## src/rtl/hidden_neuron_engine_pkg.sv

```systemverilog
// Shared sizing, FSM encoding and saturating arithmetic for the hidden-layer neuron engine.
package hidden_neuron_engine_pkg;

  localparam int unsigned N_HIDDEN = 40;
  localparam int unsigned IDX_W    = 6;
  localparam int unsigned VOL_W    = 16;
  localparam int unsigned W_W      = 8;
  localparam int unsigned THRESH   = 128;
  localparam int unsigned CNT_W    = 3;

  localparam logic signed [VOL_W-1:0] VOL_MAX  = {1'b0, {(VOL_W-1){1'b1}}};
  localparam logic signed [VOL_W-1:0] VOL_MIN  = {1'b1, {(VOL_W-1){1'b0}}};
  localparam logic signed [VOL_W-1:0] THRESH_S = VOL_W'(THRESH);

  typedef enum logic [1:0] {
    S_IDLE  = 2'd0,
    S_ACC   = 2'd1,
    S_DRAIN = 2'd2
  } state_e;

  // Signed add clamped to the representable VOL_W range.
  function automatic logic signed [VOL_W-1:0] sat_add(input logic signed [VOL_W-1:0] a,
                                                      input logic signed [VOL_W-1:0] b);
    logic signed [VOL_W:0] s;
    s = (VOL_W+1)'(a) + (VOL_W+1)'(b);
    if (s[VOL_W] != s[VOL_W-1]) sat_add = s[VOL_W] ? VOL_MIN : VOL_MAX;
    else                        sat_add = $signed(s[VOL_W-1:0]);
  endfunction

endpackage

```

## src/rtl/hidden_neuron_engine_ram.sv

```systemverilog
// Per-neuron membrane voltage and cached synaptic current storage; async read, sync write.
module neuron_state_ram
  import hidden_neuron_engine_pkg::*;
(
  input  logic                    clk,
  input  logic [IDX_W-1:0]        raddr,
  output logic signed [VOL_W-1:0] vol_rdata,
  output logic signed [VOL_W-1:0] cur_rdata,
  input  logic                    vol_we,
  input  logic [IDX_W-1:0]        vol_waddr,
  input  logic signed [VOL_W-1:0] vol_wdata,
  input  logic                    cur_we,
  input  logic [IDX_W-1:0]        cur_waddr,
  input  logic signed [VOL_W-1:0] cur_wdata
);

  logic signed [VOL_W-1:0] vol_mem [N_HIDDEN];
  logic signed [VOL_W-1:0] cur_mem [N_HIDDEN];

  logic raddr_ok;
  assign raddr_ok  = raddr < IDX_W'(N_HIDDEN);
  assign vol_rdata = raddr_ok ? vol_mem[raddr] : '0;
  assign cur_rdata = raddr_ok ? cur_mem[raddr] : '0;

  always_ff @(posedge clk) begin
    if (vol_we && (vol_waddr < IDX_W'(N_HIDDEN))) vol_mem[vol_waddr] <= vol_wdata;
    if (cur_we && (cur_waddr < IDX_W'(N_HIDDEN))) cur_mem[cur_waddr] <= cur_wdata;
  end

endmodule

```

## src/rtl/hidden_neuron_engine.sv

```systemverilog
// Hidden-layer IF neuron datapath: accumulates weighted spikes, fires on threshold,
// caches synaptic current for replay steps and drains per-neuron spike counts.
module hidden_neuron_engine
  import hidden_neuron_engine_pkg::*;
(
  input  logic                    clk,
  input  logic                    rst,
  input  logic [IDX_W-1:0]        neuron_idx,
  input  logic                    vol_mem_control,
  input  logic signed [VOL_W-1:0] init_mem_vol,
  input  logic                    load_voltage,
  input  logic                    arithm,
  input  logic                    w_n_a_valid,
  input  logic signed [W_W-1:0]   w_data,
  input  logic                    act_bit,
  input  logic                    export_voltage,
  input  logic                    current_step_finished,
  output logic                    spike_valid,
  output logic [IDX_W-1:0]        spike_idx,
  output logic                    cnt_valid,
  output logic [IDX_W-1:0]        cnt_idx,
  output logic [CNT_W-1:0]        cnt_value,
  output logic                    drain_busy,
  output logic                    protocol_err
);

  state_e                  state_q, state_d;
  logic signed [VOL_W-1:0] acc_q, acc_d, cur_acc_q, cur_acc_d, acc_n, cur_n;
  logic [IDX_W-1:0]        idx_q, idx_d, ptr_q, ptr_d;
  logic [CNT_W-1:0]        spike_cnt [N_HIDDEN];

  logic                    vol_we, cur_we;
  logic [IDX_W-1:0]        vol_waddr, cur_waddr;
  logic signed [VOL_W-1:0] vol_wdata, cur_wdata, vol_rdata, cur_rdata, w_ext;
  logic                    spike_fire, drain_beat, err_set, beat, idx_bad;

  assign w_ext   = VOL_W'(w_data);
  assign idx_bad = (neuron_idx >= IDX_W'(N_HIDDEN)) &&
                   (vol_mem_control || load_voltage || w_n_a_valid || export_voltage);

  neuron_state_ram u_ram (
    .clk       (clk),
    .raddr     (neuron_idx),
    .vol_rdata (vol_rdata),
    .cur_rdata (cur_rdata),
    .vol_we    (vol_we && !rst),
    .vol_waddr (vol_waddr),
    .vol_wdata (vol_wdata),
    .cur_we    (cur_we && !rst),
    .cur_waddr (cur_waddr),
    .cur_wdata (cur_wdata)
  );

  // Next-state, accumulator and memory-port control.
  always_comb begin
    state_d    = state_q;
    acc_d      = acc_q;
    cur_acc_d  = cur_acc_q;
    idx_d      = idx_q;
    ptr_d      = ptr_q;
    acc_n      = acc_q;
    cur_n      = cur_acc_q;
    beat       = 1'b0;
    vol_we     = 1'b0;
    vol_waddr  = neuron_idx;
    vol_wdata  = init_mem_vol;
    cur_we     = 1'b0;
    cur_waddr  = neuron_idx;
    cur_wdata  = '0;
    spike_fire = 1'b0;
    drain_beat = 1'b0;
    err_set    = 1'b0;

    unique case (state_q)
      S_IDLE: begin
        if (idx_bad) begin
          err_set = 1'b1;
        end else begin
          if (vol_mem_control) begin
            vol_we = 1'b1;
            cur_we = 1'b1;
          end
          if (export_voltage || (w_n_a_valid && !load_voltage)) err_set = 1'b1;
          if (load_voltage) begin
            idx_d     = neuron_idx;
            acc_d     = arithm ? sat_add(vol_rdata, cur_rdata) : vol_rdata;
            cur_acc_d = '0;
            state_d   = S_ACC;
          end else if (current_step_finished) begin
            ptr_d   = '0;
            state_d = S_DRAIN;
          end
        end
      end

      S_ACC: begin
        if (idx_bad) begin
          err_set = 1'b1;
        end else begin
          if (load_voltage || current_step_finished) err_set = 1'b1;
          beat = w_n_a_valid && !arithm && act_bit;
          if (beat) begin
            acc_n = sat_add(acc_q, w_ext);
            cur_n = sat_add(cur_acc_q, w_ext);
          end
          acc_d     = acc_n;
          cur_acc_d = cur_n;
          // The export write owns the memory ports; the compare sees this cycle's beat.
          if (export_voltage) begin
            vol_we    = 1'b1;
            vol_waddr = idx_q;
            if (acc_n >= THRESH_S) begin
              vol_wdata  = acc_n - THRESH_S;
              spike_fire = 1'b1;
            end else begin
              vol_wdata = acc_n;
            end
            if (!arithm) begin
              cur_we    = 1'b1;
              cur_waddr = idx_q;
              cur_wdata = cur_n;
            end
            state_d = S_IDLE;
          end else if (vol_mem_control) begin
            vol_we = 1'b1;
            cur_we = 1'b1;
          end
        end
      end

      S_DRAIN: begin
        drain_beat = 1'b1;
        ptr_d      = ptr_q + IDX_W'(1);
        if (ptr_q == IDX_W'(N_HIDDEN - 1)) state_d = S_IDLE;
        if (vol_mem_control && !idx_bad) begin
          vol_we = 1'b1;
          cur_we = 1'b1;
        end
        if (idx_bad || load_voltage || export_voltage || w_n_a_valid || current_step_finished)
          err_set = 1'b1;
      end

      default: state_d = S_IDLE;
    endcase
  end

  // State, datapath and registered outputs.
  always_ff @(posedge clk) begin
    if (rst) begin
      state_q      <= S_IDLE;
      acc_q        <= '0;
      cur_acc_q    <= '0;
      idx_q        <= '0;
      ptr_q        <= '0;
      spike_valid  <= 1'b0;
      spike_idx    <= '0;
      cnt_valid    <= 1'b0;
      cnt_idx      <= '0;
      cnt_value    <= '0;
      drain_busy   <= 1'b0;
      protocol_err <= 1'b0;
      for (int unsigned i = 0; i < N_HIDDEN; i++) spike_cnt[i] <= '0;
    end else begin
      state_q      <= state_d;
      acc_q        <= acc_d;
      cur_acc_q    <= cur_acc_d;
      idx_q        <= idx_d;
      ptr_q        <= ptr_d;
      spike_valid  <= spike_fire;
      spike_idx    <= spike_fire ? idx_q : '0;
      cnt_valid    <= drain_beat;
      cnt_idx      <= drain_beat ? ptr_q : '0;
      cnt_value    <= drain_beat ? spike_cnt[ptr_q] : '0;
      drain_busy   <= (state_d == S_DRAIN);
      protocol_err <= protocol_err | err_set;
      if (spike_fire && (spike_cnt[idx_q] != '1))
        spike_cnt[idx_q] <= spike_cnt[idx_q] + CNT_W'(1);
      if (drain_beat) spike_cnt[ptr_q] <= '0;
    end
  end

endmodule

```

## config.mk

```make
export PLATFORM = sky130hd
export DESIGN_NAME = hidden_neuron_engine
export DESIGN_NICKNAME = d
export VERILOG_FILES = /design/src/rtl/hidden_neuron_engine_pkg.sv /design/src/rtl/hidden_neuron_engine_ram.sv /design/src/rtl/hidden_neuron_engine.sv
export SDC_FILE = /design/constraint.sdc
export NUM_CORES = 2
export LEC_CHECK = 0
export BUFFER_PORTS_ARGS = -buffer_cell sky130_fd_sc_hd__clkbuf_2
export CORE_ASPECT_RATIO = 0.6
export CORE_MARGIN = 10
export CORE_UTILIZATION = 68
export CTS_BUF_LIST = sky130_fd_sc_hd__clkbuf_16
export DETAILED_ROUTE_END_ITERATION = 8
export HOLD_SLACK_MARGIN = 0.03
export MAX_ROUTING_LAYER = met4
export PLACE_DENSITY = 0.85
export SYNTH_ARGS = -nofsm -noshare
export SYNTH_HDL_FRONTEND = slang
export SYNTH_SLANG_ARGS = --single-unit
```

## constraint.sdc

```tcl
create_clock -name clk -period 11 [get_ports clk]
set_input_delay 1.65 -clock clk [delete_from_list [all_inputs] [get_ports clk]]
set_output_delay 1.65 -clock clk [all_outputs]
set_load 0.02 [all_outputs]
```

# ---- After elaboration in Yosys (flattened, before gate mapping)
# Memory sizes are Yosys's and may differ from the RTL's. A register that Yosys moved wholly into a read port is not among the register bits.
# Index checks and enable logic that the tools add are counted.
dict set report totals {
  latch_bits 0
  reg_bits 62
  output_inout_bits 19
  n_memories 3
  in_bits 39
  romBits 0
  mem_bits_rw 1400
}
dict set report op_classes {
  reduce_logical 33
  n_lt_le_gt_ge 5
  multipliers 0
  shifts 0
  n_div 0
  bitwise_logic 4
  n_addsub 6
  n_eq_ne 13
  muxes 88
}
# memory depth word_bits read_ports rd_ports_with_merged_regs write_ports line
set memory_table {}
lappend memory_table {u_ram.cur_mem 40 16 1 0 1 hidden_neuron_engine_ram.sv:18} ;# logic signed [VOL_W-1:0] cur_mem [N_HIDDEN];
lappend memory_table {u_ram.vol_mem 40 16 1 0 1 hidden_neuron_engine_ram.sv:17} ;# logic signed [VOL_W-1:0] vol_mem [N_HIDDEN];
lappend memory_table {spike_cnt 40 3 2 2 40 hidden_neuron_engine.sv:30} ;# logic [CNT_W-1:0] spike_cnt [N_HIDDEN];
# operator n
set op_table {}
lappend op_table {{$mux 16} 27}
lappend op_table {{$mux 6} 14}
lappend op_table {{$pmux 16 s2} 2}
lappend op_table {{$add 16x8->17} 2}
lappend op_table {{$mux 1} 32}
lappend op_table {{$lt 6x6->1 const B} 3}
lappend op_table {{$add 16x16->17} 1}
lappend op_table {{$ge 16x9->1 const B} 1}
lappend op_table {{$sub 16x9->16 const B} 1}
lappend op_table {{$mux 2} 6}
lappend op_table {{$pmux 6 s2} 1}
lappend op_table {{$logic_and 1x1->1} 10}
lappend op_table {{$ne 2x2->1 const B} 5}
lappend op_table {{$logic_or 1x1->1} 9}
lappend op_table {{$pmux 1 s3} 3}
lappend op_table {{$reduce_and 4->1} 2}
lappend op_table {{$add 6x1->6 const B} 1}
lappend op_table {{$eq 6x6->1 const B} 1}
lappend op_table {{$ge 6x6->1 const B} 1}
lappend op_table {{$mux 3} 2}
lappend op_table {{$pmux 2 s3} 1}
lappend op_table {{$reduce_or 3->1} 2}
lappend op_table {{$eq 2x2->1 const B} 2}
lappend op_table {{$logic_not 1->1} 4}
lappend op_table {{10 further kinds} 16}

# ---- Logic depth before layout (Yosys ltp)
dict set report depth {
  ltp_word 18
  mapped_depth 24
  depth_no_buf 18
}

# ---- Modules after synthesis
# A second synthesis with hierarchy kept.
dict set report hier_totals {
  cells_unflattened 3945
  area_unflattened_um2 66679.0
}
# module area_each_um2 instances cells_each
set modules_own_cells {}
lappend modules_own_cells {neuron_state_ram 49830.3 1 2401}
lappend modules_own_cells {hidden_neuron_engine 16848.7 1 1544}

# ---- Least setup slack after synthesis
# No wires, ideal clock.
dict set report synth_path {
  path_type {input-to-reg}
  from {input port neuron_idx[0]}
  to {register acc_q[6]}
  setup_slack_ns 3.734
  cell_stages 21
  n_path_buf 4
  arrival_ns 7.132
  required_time_ns 10.866
  cell_sequence {buf_2 buf_2 clkbuf_1 buf_1 mux4_2 mux4_2 a221oi_1 a21oi_1 ha_1 inv_1 fa_1 nor2b_1 o21ai_0 a21boi_0 o41a_1 a41o_1 a21oi_1 nand2_1 and3_1 a21oi_1 a211oi_1}
}
dict set report synth_between {
  elab_chain_cells 9
  elab_cells_between_ends 18
  classes_between {1 x add/sub; 2 x order compare; 3 x eq/ne; 8 x mux; 2 x reduce/logical; 2 x memory}
}
# item line
set synth_lines {}
lappend synth_lines {{start, declared} hidden_neuron_engine.sv:8} ;# input logic [IDX_W-1:0] neuron_idx,
lappend synth_lines {{$mem_v2 40x16 (tied with other cells)} --}
lappend synth_lines {{$mux 16, on equally long branches} {hidden_neuron_engine_ram.sv:22, hidden_neuron_engine_ram.sv:23}}
lappend synth_lines {{$add 16x16->17} hidden_neuron_engine_pkg.sv:25} ;# s = (VOL_W+1)'(a) + (VOL_W+1)'(b);
lappend synth_lines {{$mux 16 / $ne 1x1->1 (equally long branches)} hidden_neuron_engine_pkg.sv:26} ;# if (s[VOL_W] != s[VOL_W-1]) sat_add = s[VOL_W] ? VOL_MIN : VOL_MAX;
lappend synth_lines {{$mux 16} hidden_neuron_engine_pkg.sv:26}
lappend synth_lines {{$mux 16} hidden_neuron_engine.sv:86} ;# acc_d = arithm ? sat_add(vol_rdata, cur_rdata) : vol_rdata;
lappend synth_lines {{$mux 16} hidden_neuron_engine.sv:84} ;# if (load_voltage) begin
lappend synth_lines {{$mux 16} hidden_neuron_engine.sv:76} ;# if (idx_bad) begin
lappend synth_lines {{$pmux 16 s2} hidden_neuron_engine.sv:74} ;# unique case (state_q)
lappend synth_lines {{end signal, assigned} hidden_neuron_engine.sv:151} ;# acc_q <= '0;
lappend synth_lines {{end signal, assigned} hidden_neuron_engine.sv:165} ;# acc_q <= acc_d;
lappend synth_lines {{end, declared} hidden_neuron_engine.sv:28} ;# logic signed [VOL_W-1:0] acc_q, acc_d, cur_acc_q, cur_acc_d, acc_n, cur_n;
# Parallel ways exist; a longest one is shown, timed or not. The select of a mux whose other input is x is not followed.
# A chain may end at the register's enable or synchronous reset.

# ---- Worst setup path after layout
dict set report layout_path {
  from {input port neuron_idx[0]}
  to {register acc_q[13]}
}
# Same word-level chain as after synthesis.

==> results.json <==
{
  "hold_path.class": "reg2reg",
  "syn_nets": 3755,
  "gp_congestion": 0.956,
  "netlist_top_cells_area": "edfxtp_1 (67%), mux4_2 (17%), dfxtp_1 (2.2%)",
  "die_height_um": 261,
  "finalSetupViolCount": 0,
  "ant_nets": 0,
  "ys.flop_type": "edfxtp_1",
  "met3_usage_pct": 12.9,
  "yosysWarningCount": 0,
  "drc": 34,
  "cts_tree": "built",
  "final_util_pct": 75.4,
  "areaGrowthSynthToFinish_pct": 9.99,
  "synth_top_family_by_area": "multiplexers",
  "use_met2_pct": 50.7,
  "synth_area_mm2": 0.0659,
  "final_cells": 5182,
  "end_kind": "flip-flop",
  "worst_slack_ns": 3.64,
  "ios": 58,
  "relSlewSlack_pct": 5.01,
  "drive_above_1_share_pct": 24.6,
  "core.rowCount": 88,
  "initial_core_util_pct": 68.5,
  "vias": 40000,
  "dpl_cell_area_mm2": 0.0682,
  "postCtsSetupBuffers": 0,
  "synth-xor-area-share_pct": 0.532,
  "tns_ns": 0,
  "synth-compound-area-share_pct": 4.68,
  "top_usage_layer": "met2",
  "grt_pass1_wl_um": 276000,
  "postSynthCellCount": 3661,
  "ys_ff_latch": 1543,
  "cts_root_buf": "clkbuf_16",
  "cts.htree.levels": 4,
  "synth_edf_count": 1472,
  "die_area_mm2": 0.110,
  "required_ns": 11.63,
  "async_flop_share_pct": 0,
  "post_synth_num_cell_types": 83,
  "synth_mux_area_share_pct": 17.3,
  "rsz0062_at_grt": "no",
  "synth_top_area_cell": "edfxtp_1",
  "finalMaxSlewViolations": 0,
  "clock.fmax_mhz": 136,
  "leakagePower_uw": 0.0216,
  "synth_top_area_share_pct": 67.1,
  "dp.cells": 4933,
  "cts-buffers-inserted": 133,
  "dr.pass1.iters": 9,
  "start_kind": "input port",
  "finalInstanceArea_mm2": 0.0724,
  "holdBufCountCts": 0,
  "use_met1_pct": 48.9,
  "vias_per_cell": 7.72,
  "worstPathArrival_ns": 7.99,
  "fin_crit_ns": 7.36,
  "finalHoldViolations": 0,
  "cp_max_fo": 82,
  "antenna_found_initial": 9,
  "final_nets": 3857,
  "drtIter0Drc": 7976,
  "synth.avg_cell_area_um2": 18.0,
  "peakVddDrop_mv": 0.184,
  "finClkSkew_ns": 0.0238,
  "drv_cap": 0,
  "status": "complete, but fails checks",
  "clkSlewWorstSetupHoldPaths_ns": 0.07,
  "path_class": "in2reg",
  "routedWlPerCell_um": 36.8,
  "clk-insertion-delay-late_ns": 0.79,
  "final_common_cell": "edfxtp_1",
  "grt_pass1_vias": 38400,
  "wirelength_um": 191000,
  "tightest_slew_ns": 1.42,
  "cts_resized": 0,
  "most-common-layout-cells": "edfxtp_1 (1472), mux4_2 (492), nand2_1 (266)",
  "power_density_mw_per_mm2": 170,
  "fin_crit_sh_pct": 66.9,
  "portBuffers": 57,
  "synth-simple-area-share_pct": 5.27,
  "grt_usage_pct": 35.8,
  "grt_max_degree": 134,
  "clock_path_buffers": 3,
  "preCtsSetupSlack_ns": 3.14,
  "clock-sinks": 1543,
  "die_w_um": 422,
  "synth_fa_ha_area_share_pct": 1.28,
  "core_area_mm2": 0.0961,
  "yosysSeqAreaShare_pct": 69.3,
  "grt-ovfl-total": 0,
  "violations": "DRC",
  "dp_hpwl_um": 110000
}
[kinds of logic (layout without fill, tap and decap cells)]
family                   after synthesis  in the layout
other                                  0              7
flip-flops                          1543           1543
adder cells (fa/ha/maj)               68             68
AO/OA/AOI/OAI                        447            447
XOR/XNOR                              40             40
AND/OR/NAND/NOR                      778            778
buffers and inverters                261            470
multiplexers                         524            524
[final cells by class]
type	count	area (µm²)
Sequential cell	1543	45600
Fill cell	5033	23700
Multi-Input combinational cell	1857	19300
Clock buffer	138	3450
Tap cell	1305	1630
Timing Repair Buffer	194	1410
Clock inverter	104	825
Inverter	34	128
Antenna cell	7	17.5
[state kept, by name, summed over array words and instances (netlist names), named ones only]
name / cells
state_q: 2
cnt_valid: 1
cnt_value: 3
ptr_q: 6
drain_busy: 1
idx_q: 6
spike_cnt: 192
protocol_err: 1
u_ram.vol_mem: 640
spike_valid: 1
cnt_idx: 6
u_ram.cur_mem: 640
acc_q: 16
spike_idx: 6
cur_acc_q: 16
[worst max-delay path, cell delays in order]
cell      delay, ns
buf_8          0.42
buf_12         0.57
mux4_2         0.63
nand2_1        0.09
nand2_1        0.07
a221oi_1       0.75
a21oi_1        0.37
ha_1           0.50
and3_1         0.22
o21ai_0        0.08
o31ai_1        0.13
o41ai_1        0.68
o31ai_1        0.17
xnor2_1        0.58
nand2_1        0.39
a21oi_1        0.34
o22ai_1        0.15
[metal layers]
layer	part of all wire, %	vias to the layer above	routed length, µm
li1	-	15200	-
met1	34	20000	65800
met2	44	4087	84600
met3	17	670	33100
met4	3.9	0	7450
met5	0	-	0
[worst paths after layout]
kind                                endpoint  slack (ns)           startpoint  cells past startpoint
worst max-delay path               acc_q[13]        3.64        neuron_idx[0]                     17
worst min-delay path            cur_acc_q[8]        0.49         cur_acc_q[8]                      2
worst max register to register     acc_q[13]        5.06  u_ram.vol_mem[6][0]                     16
worst min register to register  cur_acc_q[8]        0.49         cur_acc_q[8]                      2
[per-stage QoR]
stage               hold WS [ns]  power [µW]
floorplan                  0.450        7320
global placement           0.473        7630
detailed placement         0.477        7660
CTS                        0.489       12300
global route               0.499       12600
finish                     0.489       12300
[cells in the mapped netlist (all sizes together) (14+ instances only)]
cell type	n
ha	52
a31oi	19
nor2	210
a31o	34
dfxtp	71
inv	32
clkbuf	129
a211oi	18
nand2	269
a22oi	14
xor2	14
nor3	150
xnor2	26
o21ai	86
buf	98
edfxtp	1472
nand3	37
a21o	20
a21oi	116
nand2b	25
mux4	492
a221oi	33
mux2i	30
and2	25
[report_power, final]
part           switching [µW]  internal [µW]  total, µW
logic                     725            367       1090
clock network            2180           2550       4730
registers                50.4           6470       6520
(Power assumes the default switching activity.)
